File: config.mk
export PLATFORM = sky130hd
export DESIGN_NAME = jtag_dr_controller_flat
export DESIGN_NICKNAME = d
export VERILOG_FILES = /design/src/rtl/jtag_dr_controller_if.sv /design/src/rtl/jtag_dr_controller.sv /design/src/flat_wrapper.sv
export SDC_FILE = /design/constraint.sdc
export NUM_CORES = 1
export LEC_CHECK = 0
export ABC_AREA = 1
export CORE_ASPECT_RATIO = 0.8
export CORE_MARGIN = 2
export CORE_UTILIZATION = 35
export CTS_BUF_LIST = sky130_fd_sc_hd__clkbuf_4 sky130_fd_sc_hd__clkbuf_8
export DETAILED_ROUTE_END_ITERATION = 16
export GPL_TIMING_DRIVEN = 0
export PLACE_DENSITY_LB_ADDON = 0.25
export SLEW_MARGIN = 20
export SYNTH_ARGS = -nofsm -noshare
export SYNTH_HDL_FRONTEND = slang
export SYNTH_SLANG_ARGS = --single-unit
File: constraint.sdc
create_clock -name tck -period 2.1 [get_ports tck]
set_clock_uncertainty 0.1 [all_clocks]
set_input_delay 0.525 -clock tck [delete_from_list [all_inputs] [get_ports tck]]
set_output_delay 0.525 -clock tck [all_outputs]
set_load 0.02 [all_outputs]
File: src/rtl/jtag_dr_controller_if.sv
// Signal bundle between the TAP state machine (master) and jtag_dr_controller (slave).
// USER_DR_EN adds the USER data-register ports.
interface jtag_dr_controller_if #(
  parameter int IR_WIDTH = 4
`ifdef USER_DR_EN
  , parameter int USER_WIDTH = 8
`endif
);
  // No valid/ready: the slave samples tap_state and tdi on every rising tck.
  // tdo and tdo_en are valid in the same cycle as the ShiftIr/ShiftDr state.
  // abort and user_update are single-cycle pulses.
  logic [4:0]          tap_state;
  logic                tdi;
  logic                tdo;
  logic                tdo_en;
  logic [IR_WIDTH-1:0] ir_value;
  logic                abort;
  logic [5:0]          dr_bit_count;
`ifdef USER_DR_EN
  logic [USER_WIDTH-1:0] user_reg;
  logic                  user_update;

  modport master (output tap_state, tdi,
                  input  tdo, tdo_en, ir_value, abort, dr_bit_count, user_reg, user_update);
  modport slave  (input  tap_state, tdi,
                  output tdo, tdo_en, ir_value, abort, dr_bit_count, user_reg, user_update);
`else
  modport master (output tap_state, tdi,
                  input  tdo, tdo_en, ir_value, abort, dr_bit_count);
  modport slave  (input  tap_state, tdi,
                  output tdo, tdo_en, ir_value, abort, dr_bit_count);
`endif
endinterface

File: src/rtl/jtag_dr_controller.sv
// JTAG IR/DR controller: IR shift/update, instruction decode, IDCODE/BYPASS/USER DR sequencing.
// Optional USER data register is built when macro USER_DR_EN is defined.
module jtag_dr_controller #(
  parameter int          IR_WIDTH     = 4,
  parameter logic [31:0] IDCODE_VALUE = 32'h000F_AF01,
  parameter int          USER_WIDTH   = 8
) (
  input  logic tck,
  input  logic trst,
  jtag_dr_controller_if.slave bus
);

  typedef enum logic [4:0] {
    TEST_LOGIC_RESET = 5'h00,
    CAPTURE_DR       = 5'h04,
    CAPTURE_IR       = 5'h05,
    SHIFT_DR         = 5'h06,
    SHIFT_IR         = 5'h07,
    UPDATE_DR        = 5'h14,
    UPDATE_IR        = 5'h15
  } tap_state_e;

  typedef enum logic [1:0] {
    SEL_IDCODE = 2'd0,
    SEL_BYPASS = 2'd1,
    SEL_USER   = 2'd2
  } dr_sel_e;

  localparam logic [IR_WIDTH-1:0] IR_IDCODE = IR_WIDTH'(4'b1110);
  localparam logic [IR_WIDTH-1:0] IR_ABORT  = IR_WIDTH'(4'b1000);
`ifdef USER_DR_EN
  localparam logic [IR_WIDTH-1:0] IR_USER   = IR_WIDTH'(4'b0010);
`endif

  logic [IR_WIDTH-1:0] ir_shift;
  logic [IR_WIDTH-1:0] ir_value;
  logic [31:0]         dr_shift;
  logic                bypass_q;
  logic [5:0]          dr_bit_count;
  logic                abort_q;
  dr_sel_e             dr_sel;

  // Every code that is not explicitly decoded (ABORT included) selects BYPASS.
  always_comb begin
    dr_sel = SEL_BYPASS;
    if (ir_value == IR_IDCODE) dr_sel = SEL_IDCODE;
`ifdef USER_DR_EN
    else if (ir_value == IR_USER) dr_sel = SEL_USER;
`endif
  end

  always_ff @(posedge tck or posedge trst) begin
    if (trst) begin
      ir_shift     <= '0;
      ir_value     <= IR_IDCODE;
      dr_shift     <= '0;
      bypass_q     <= 1'b0;
      dr_bit_count <= '0;
      abort_q      <= 1'b0;
    end else begin
      abort_q <= 1'b0;
      case (bus.tap_state)
        TEST_LOGIC_RESET: ir_value <= IR_IDCODE;
        CAPTURE_IR:       ir_shift <= IR_WIDTH'(2'b01);
        SHIFT_IR:         ir_shift <= {bus.tdi, ir_shift[IR_WIDTH-1:1]};
        UPDATE_IR: begin
          ir_value <= ir_shift;
          abort_q  <= (ir_shift == IR_ABORT);
        end
        CAPTURE_DR: begin
          dr_bit_count <= '0;
          case (dr_sel)
            SEL_IDCODE: dr_shift <= IDCODE_VALUE;
`ifdef USER_DR_EN
            SEL_USER:   dr_shift[USER_WIDTH-1:0] <= bus.user_reg;
`endif
            default:    bypass_q <= 1'b0;
          endcase
        end
        SHIFT_DR: begin
          if (dr_bit_count != 6'd63) dr_bit_count <= dr_bit_count + 6'd1;
          case (dr_sel)
            SEL_IDCODE: dr_shift <= {bus.tdi, dr_shift[31:1]};
`ifdef USER_DR_EN
            SEL_USER:   dr_shift[USER_WIDTH-1:0] <= {bus.tdi, dr_shift[USER_WIDTH-1:1]};
`endif
            default:    bypass_q <= bus.tdi;
          endcase
        end
        default: ;
      endcase
    end
  end

`ifdef USER_DR_EN
  logic [USER_WIDTH-1:0] user_reg;
  logic                  user_update;

  always_ff @(posedge tck or posedge trst) begin
    if (trst) begin
      user_reg    <= '0;
      user_update <= 1'b0;
    end else begin
      user_update <= 1'b0;
      if (bus.tap_state == UPDATE_DR && dr_sel == SEL_USER) begin
        user_reg    <= dr_shift[USER_WIDTH-1:0];
        user_update <= 1'b1;
      end
    end
  end

  assign bus.user_reg    = user_reg;
  assign bus.user_update = user_update;
`else
  logic unused_user_width;
  assign unused_user_width = (USER_WIDTH > 0);
`endif

  // tdo is combinational so the first captured bit appears in the first shift cycle.
  always_comb begin
    bus.tdo    = 1'b0;
    bus.tdo_en = 1'b0;
    if (!trst) begin
      if (bus.tap_state == SHIFT_IR) begin
        bus.tdo    = ir_shift[0];
        bus.tdo_en = 1'b1;
      end else if (bus.tap_state == SHIFT_DR) begin
        bus.tdo    = (dr_sel == SEL_BYPASS) ? bypass_q : dr_shift[0];
        bus.tdo_en = 1'b1;
      end
    end
  end

  assign bus.ir_value     = ir_value;
  assign bus.abort        = abort_q;
  assign bus.dr_bit_count = dr_bit_count;

endmodule

File: src/flat_wrapper.sv
// flat-port wrapper written by rule: the top's interface ports become plain ports
module jtag_dr_controller_flat 
#(
  parameter int          IR_WIDTH     = 4,
  parameter logic [31:0] IDCODE_VALUE = 32'h000F_AF01,
  parameter int          USER_WIDTH   = 8
)
  (tck, trst, bus_tap_state, bus_tdi, bus_tdo, bus_tdo_en, bus_ir_value, bus_abort, bus_dr_bit_count);
  jtag_dr_controller_if #(.IR_WIDTH(IR_WIDTH)) bus_i ();
  input  logic tck;
  input  logic trst;
  input wire logic [$bits(bus_i.tap_state)-1:0] bus_tap_state;
  input wire logic [$bits(bus_i.tdi)-1:0] bus_tdi;
  output wire logic [$bits(bus_i.tdo)-1:0] bus_tdo;
  output wire logic [$bits(bus_i.tdo_en)-1:0] bus_tdo_en;
  output wire logic [$bits(bus_i.ir_value)-1:0] bus_ir_value;
  output wire logic [$bits(bus_i.abort)-1:0] bus_abort;
  output wire logic [$bits(bus_i.dr_bit_count)-1:0] bus_dr_bit_count;
  assign bus_i.tap_state = bus_tap_state;
  assign bus_i.tdi = bus_tdi;
  assign bus_tdo = bus_i.tdo;
  assign bus_tdo_en = bus_i.tdo_en;
  assign bus_ir_value = bus_i.ir_value;
  assign bus_abort = bus_i.abort;
  assign bus_dr_bit_count = bus_i.dr_bit_count;
  jtag_dr_controller #(.IR_WIDTH(IR_WIDTH), .IDCODE_VALUE(IDCODE_VALUE), .USER_WIDTH(USER_WIDTH)) u_core (.tck(tck), .trst(trst), .bus(bus_i));
endmodule
# == Yosys cells after proc, flatten, opt, wreduce, memory -nomap -nowiden ==
# Cells that the tools add are included.
# totals
reg_bits,48
in_bits,8
out_inout_bits,13
elab_cells,48
# op_classes
addsub,1
n_eq_ne,14
n_mux,19
reduce_logical,8
# ops
op,count
32-bit 2-to-1 mux,2
32-bit case mux with 2 select lines,1
5-bit by 3-bit == test with 1-bit output (second input constant),4
4-bit case mux with 2 select lines,2
6-bit case mux with 2 select lines,1
1-bit 2-to-1 mux,11
4-bit == test (second input constant),2
6-bit by 1-bit adder with 6-bit output (second input constant),1
6-bit 2-to-1 mux,1
2-bit inequality test (second input constant),3
6-bit inequality test (second input constant),1
3-bit AND reduction,2
2-bit nonzero test,3
5-bit == test (second input constant),1
5-bit logical NOT,1
2-bit by 1-bit inequality test with 1-bit output (second input constant),2
2-bit logical NOT,1
1-bit case mux with 2 select lines,1
2-bit AND reduction,1
1-bit == test (second input constant),1

# == Logic depth before layout (Yosys ltp) ==
# logic_depth
depth_word,7
depth_mapped,9
mapped_depth_nobuf,8

# == Least setup slack after synthesis ==
# No wires, ideal clock.
# synth_path
kind,input port to output port
start,input port bus_tap_state[1]
end,output port bus_tdo
arrival_ps,1388
required_ps,1475
path_slack_ps,87
stages,5
path_buffers,1
cell_sequence,buf_2 > nand2_1 > nor2_2 > nand3_1 > a21oi_1
# synth_between
elab_chain_cells,4
word_cells_on_any_way,5
cone_classes,2 x eq/ne; 3 x mux
# synth_lines
item,line_no,text
start: declaration,flat_wrapper.sv:12,input wire logic [$bits(bus_i.tap_state)-1:0] bus_tap_state;
5-bit by 3-bit == test with 1-bit output,jtag_dr_controller.sv:127,end else if (bus.tap_state == SHIFT_DR) begin
1-bit 2-to-1 mux,jtag_dr_controller.sv:127,
1-bit 2-to-1 mux (*),jtag_dr_controller.sv:124,if (bus.tap_state == SHIFT_IR) begin
1-bit 2-to-1 mux (*),jtag_dr_controller.sv:123,if (!trst) begin
end: declaration,flat_wrapper.sv:14,output wire logic [$bits(bus_i.tdo)-1:0] bus_tdo;
# Mark *: on every way between the ends. The rest lies on a longest branch, timed or not.

# == Worst setup path in the final report ==
# layout_path
start,"register u_core.ir_value[3], in the netlist u_core.bus.ir_value[3]"
end,output port bus_ir_value[3]
# layout_rtl
item,line_no,text
start: declaration,jtag_dr_controller.sv:36,logic [IR_WIDTH-1:0] ir_value;
start signal: assignment,jtag_dr_controller.sv:67,ir_value <= ir_shift;
end: declaration,flat_wrapper.sv:16,output wire logic [$bits(bus_i.ir_value)-1:0] bus_ir_value;
# No word-level cell between the ends.

==> results.txt <==
Nets -> 291
Worst setup margin -> 0.0185 ns
Final instance area -> 2550 µm²
Worst EP required -> 1.47 ns
# DRC -> 0
Top cells by area, synth -> dfrtp_1 (54%), nand2_1 (19%), nor2_1 (4.6%), dfstp_2 (3.8%), nand3_1 (2.6%)
Synth warnings -> 0
Largest net degree at the start of global routing -> 33
Max Fclk -> 480 MHz
Critical Path, Cell by Cell -> clkdlybuf4s50_1
Register bit count reported by yosys -> 48
DIE AREA -> 6650 µm²
Relative slew slack -> 72.5%
Non-Filler Instances -> 364
Synth top area share -> 53.6%
Synth Area in XOR/XNOR -> 0.417%
CP startpoint kind -> flip-flop
Pleak -> 1.33 nW
Asr flop ratio synth -> 100%
Status -> completed
CTS tree -> built
Top-level port count -> 21
Avg WL per Cell -> 11.2 µm
# Max-Cap Violations -> 0
Final GP Congestion -> 0.775
Levels on crit path -> 1
Synth Area in Simple Gates -> 30.9%
Total power -> 2.17 mW
Crit Path Max Fanout -> 3
Rows -> 25
Worst Path Arrival -> 1.46 ns
Critical path class -> reg2out
Vias per cell -> 4.51
Largest stage delay, worst path -> 0.60 ns
Diodes inserted -> 0
PwrDens -> 851 nW/µm²
Slowest CP cell -> clkdlybuf4s50_1
Input/output buffers -> 19
Post-synthesis sequential area ratio -> 57.3%
Worst min path class -> reg2reg
Buf/Inv on CP -> 1
Final hold vios -> 0
Yosys cell types -> 25
Die X -> 90.6 µm
CTS Root Cell -> clkbuf_8
Setup crit start -> u_core.bus.ir_value[3]
Die height -> 73.3 µm
Final ANT Viol Nets -> 0
RR Startpoint -> u_core.bus.ir_value[1]
Post-synth top area cell -> dfrtp_1
H-tree depth -> 2
Setup_tns -> 0 ns
Worst r2r path cells -> 9
Hold endpoint -> u_core.bus.abort
Slew at the pin closest to its max-slew limit -> 0.412 ns
Layout fillers -> 596
Place WS -> -0.973 ns
First-pass GRT wire length -> 7230 µm
Deepest clock path buffer count -> 2
HP Start -> u_core.ir_shift[1]
Fin crit period -> 2.08 ns
TritonRoute pass-1 iters -> 4
Core ar. -> 5850 µm²
Slew Limit Fails -> 0
Mean Syn Cell Area -> 8.37 µm²
Clk slew on worst S/H paths -> 0.08 ns
Compound-Gate Fraction of Synth Area -> 5.48%
Routed wire length -> 4080 µm
Routed vias -> 1642
Family with the most delay on the worst path -> buffers and inverters
FF-to-FF setup slack -> 0.46 ns
Syn_nets -> 260
Vias in the first global route -> 1587
Initial Util -> 35.9%
Share of cells above drive strength 1 -> 15.9%
Number of synthesized flops with an enable pin -> 0
Mux cell area share after synthesis -> 0%
Post-DP Area -> 2410 µm²
RR Endpoint -> u_core.dr_shift[0]
TritonCTS Buffers -> 5
Synth-to-Final Area Change -> 21.2%
Post-CTS Hold Fix Bufs -> 0
GRT Total Usage -> 13.8%
Hold path cells -> 1
Cells after DPL -> 352
Largest family of logic cells by synthesized area -> simple AND/OR/NAND/NOR gates
Period utilization -> 99.1%
DP HPWL -> 2780 µm
Clk_lat worst skew -> 0.29 ns
Clk sink count -> 48
Adder-Cell Fraction of Synth Area -> 0.595%
Grt ovf -> 0
RSZ-0062 raised after global routing -> yes
Synth Instances -> 251
Mapped Area -> 2100 µm²
CP endpoint kind -> output port
Synth Flop Type -> dfrtp_1
Initial antenna violation count -> 0
Final setup viols -> 0
DR iter-0 viols -> 84
Max VDD drop -> 0.000419 V
[how the worst max path moves through the flow]
stage	endpoint	slack (ns)
floorplan	bus_tdo	0.09
global placement	bus_tdo	-0.96
detailed placement	bus_tdo	-0.97
CTS	bus_tdo	-0.04
global route	bus_tdo	-0.06
finish	bus_ir_value[3]	0.02
[cell families (layout without fill, tap and decap cells)]
kind of cell    after synthesis  after routing
flops                        48             48
simple gates                156            156
fa+ha+maj                     1              1
xor+xnor                      1              1
compound gates               22             22
buf+inv                      23             55
[power by group]
| part | total (mW) | internal (mW) | switching (mW) |
|---|---|---|---|
| sequential | 1.21 | 1.10 | 0.111 |
| combinational | 0.403 | 0.179 | 0.224 |
| clock | 0.553 | 0.263 | 0.290 |
[synthesized netlist by cell type (2+ instances only)]
cell / n
buf_2: 5
buf_6: 2
dfrtp_1: 45
dfstp_2: 3
inv_1: 14
nand2_1: 106
nand3_1: 11
nand4_1: 3
nor2_1: 26
nor2_4: 3
nor3_1: 2
o21ai_0: 9
o21ai_1: 9
o22ai_1: 2
[what timing repair did]
| action | CTS | global route |
|---|---|---|
| setup buffers | 4 | 0 |
| hold endpoints to repair | 0 | 0 |
| resized for setup | 23 | 10 |
| pin swaps | 4 | 4 |
| setup endpoints to repair | 2 | 5 |
[state kept, by name, summed over array words and instances, names as in the netlist]
signal                   cells
u_core.dr_shift             32
u_core.bus.dr_bit_count      6
u_core.bus.ir_value          4
u_core.ir_shift              4
u_core.bus.abort             1
u_core.bypass_q              1
[worst reg2reg max path, stage by stage, from the launching register on]
cell,delay [ns]
dfstp_2,0.56
inv_2,0.04
nor2_4,0.08
nand2_2,0.06
buf_4,0.13
inv_1,0.11
nand2_4,0.10
buf_2,0.20
nand2_1,0.07
o21ai_0,0.07
[placed cells by master (no fill, tap or decap)]
| cell | n |
|---|---|
| dfrtp_1 | 45 |
| buf_12 | 1 |
| clkinv_2 | 2 |
| dfstp_2 | 3 |
| dlymetal6s2s_1 | 2 |
| a21oi_1 | 1 |
| buf_6 | 2 |
| ha_1 | 1 |
| clkbuf_2 | 2 |
| nor4_1 | 1 |
| xnor2_1 | 1 |
| nor3_1 | 2 |
| clkbuf_8 | 6 |
| inv_1 | 10 |
| nand3_1 | 11 |
| nand2_2 | 2 |
| o22ai_1 | 2 |
| clkdlybuf4s50_1 | 11 |
| nand2_4 | 2 |
| nand2_1 | 104 |
| o21bai_1 | 1 |
| buf_2 | 6 |
| nor2_4 | 5 |
| or2_2 | 1 |
| o21ai_1 | 9 |
| nand4_1 | 3 |
| inv_2 | 5 |
| o21ai_0 | 9 |
| nor2_1 | 25 |
| buf_4 | 6 |
| clkdlybuf4s15_2 | 2 |
[per-layer routing]
metal / wire, µm / vias to the layer above / GRT usage [%]
met4: 31 / 0 / 5.13
met5: 0 / - / 0
met2: 1730 / 25 / 20.3
met3: 143 / 2 / 4.00
li1: - / 843 / -
met1: 2170 / 772 / 19.6
[per-stage QoR]
stage                     utilization, %  hold slack, ns
after CTS                           43.6           0.371
after floorplan                        -           0.331
after global routing                43.6           0.404
final                               43.6           0.373
after global placement              40.9           0.355
after detailed placement            41.3           0.358
[final cells by class]
class                      instances  area (µm²)  area share (%)
buffer                             8        55.1            2.16
timing repair buffer              24         230            9.03
clock inverter                     2        10.0           0.393
tap                               81         101            3.98
clock buffer                       6        82.6            3.24
inverter                          15        56.3            2.21
multi-input combinational        180         808            31.7
sequential                        48        1200            47.3
Power figures use the tool's default switching activity.
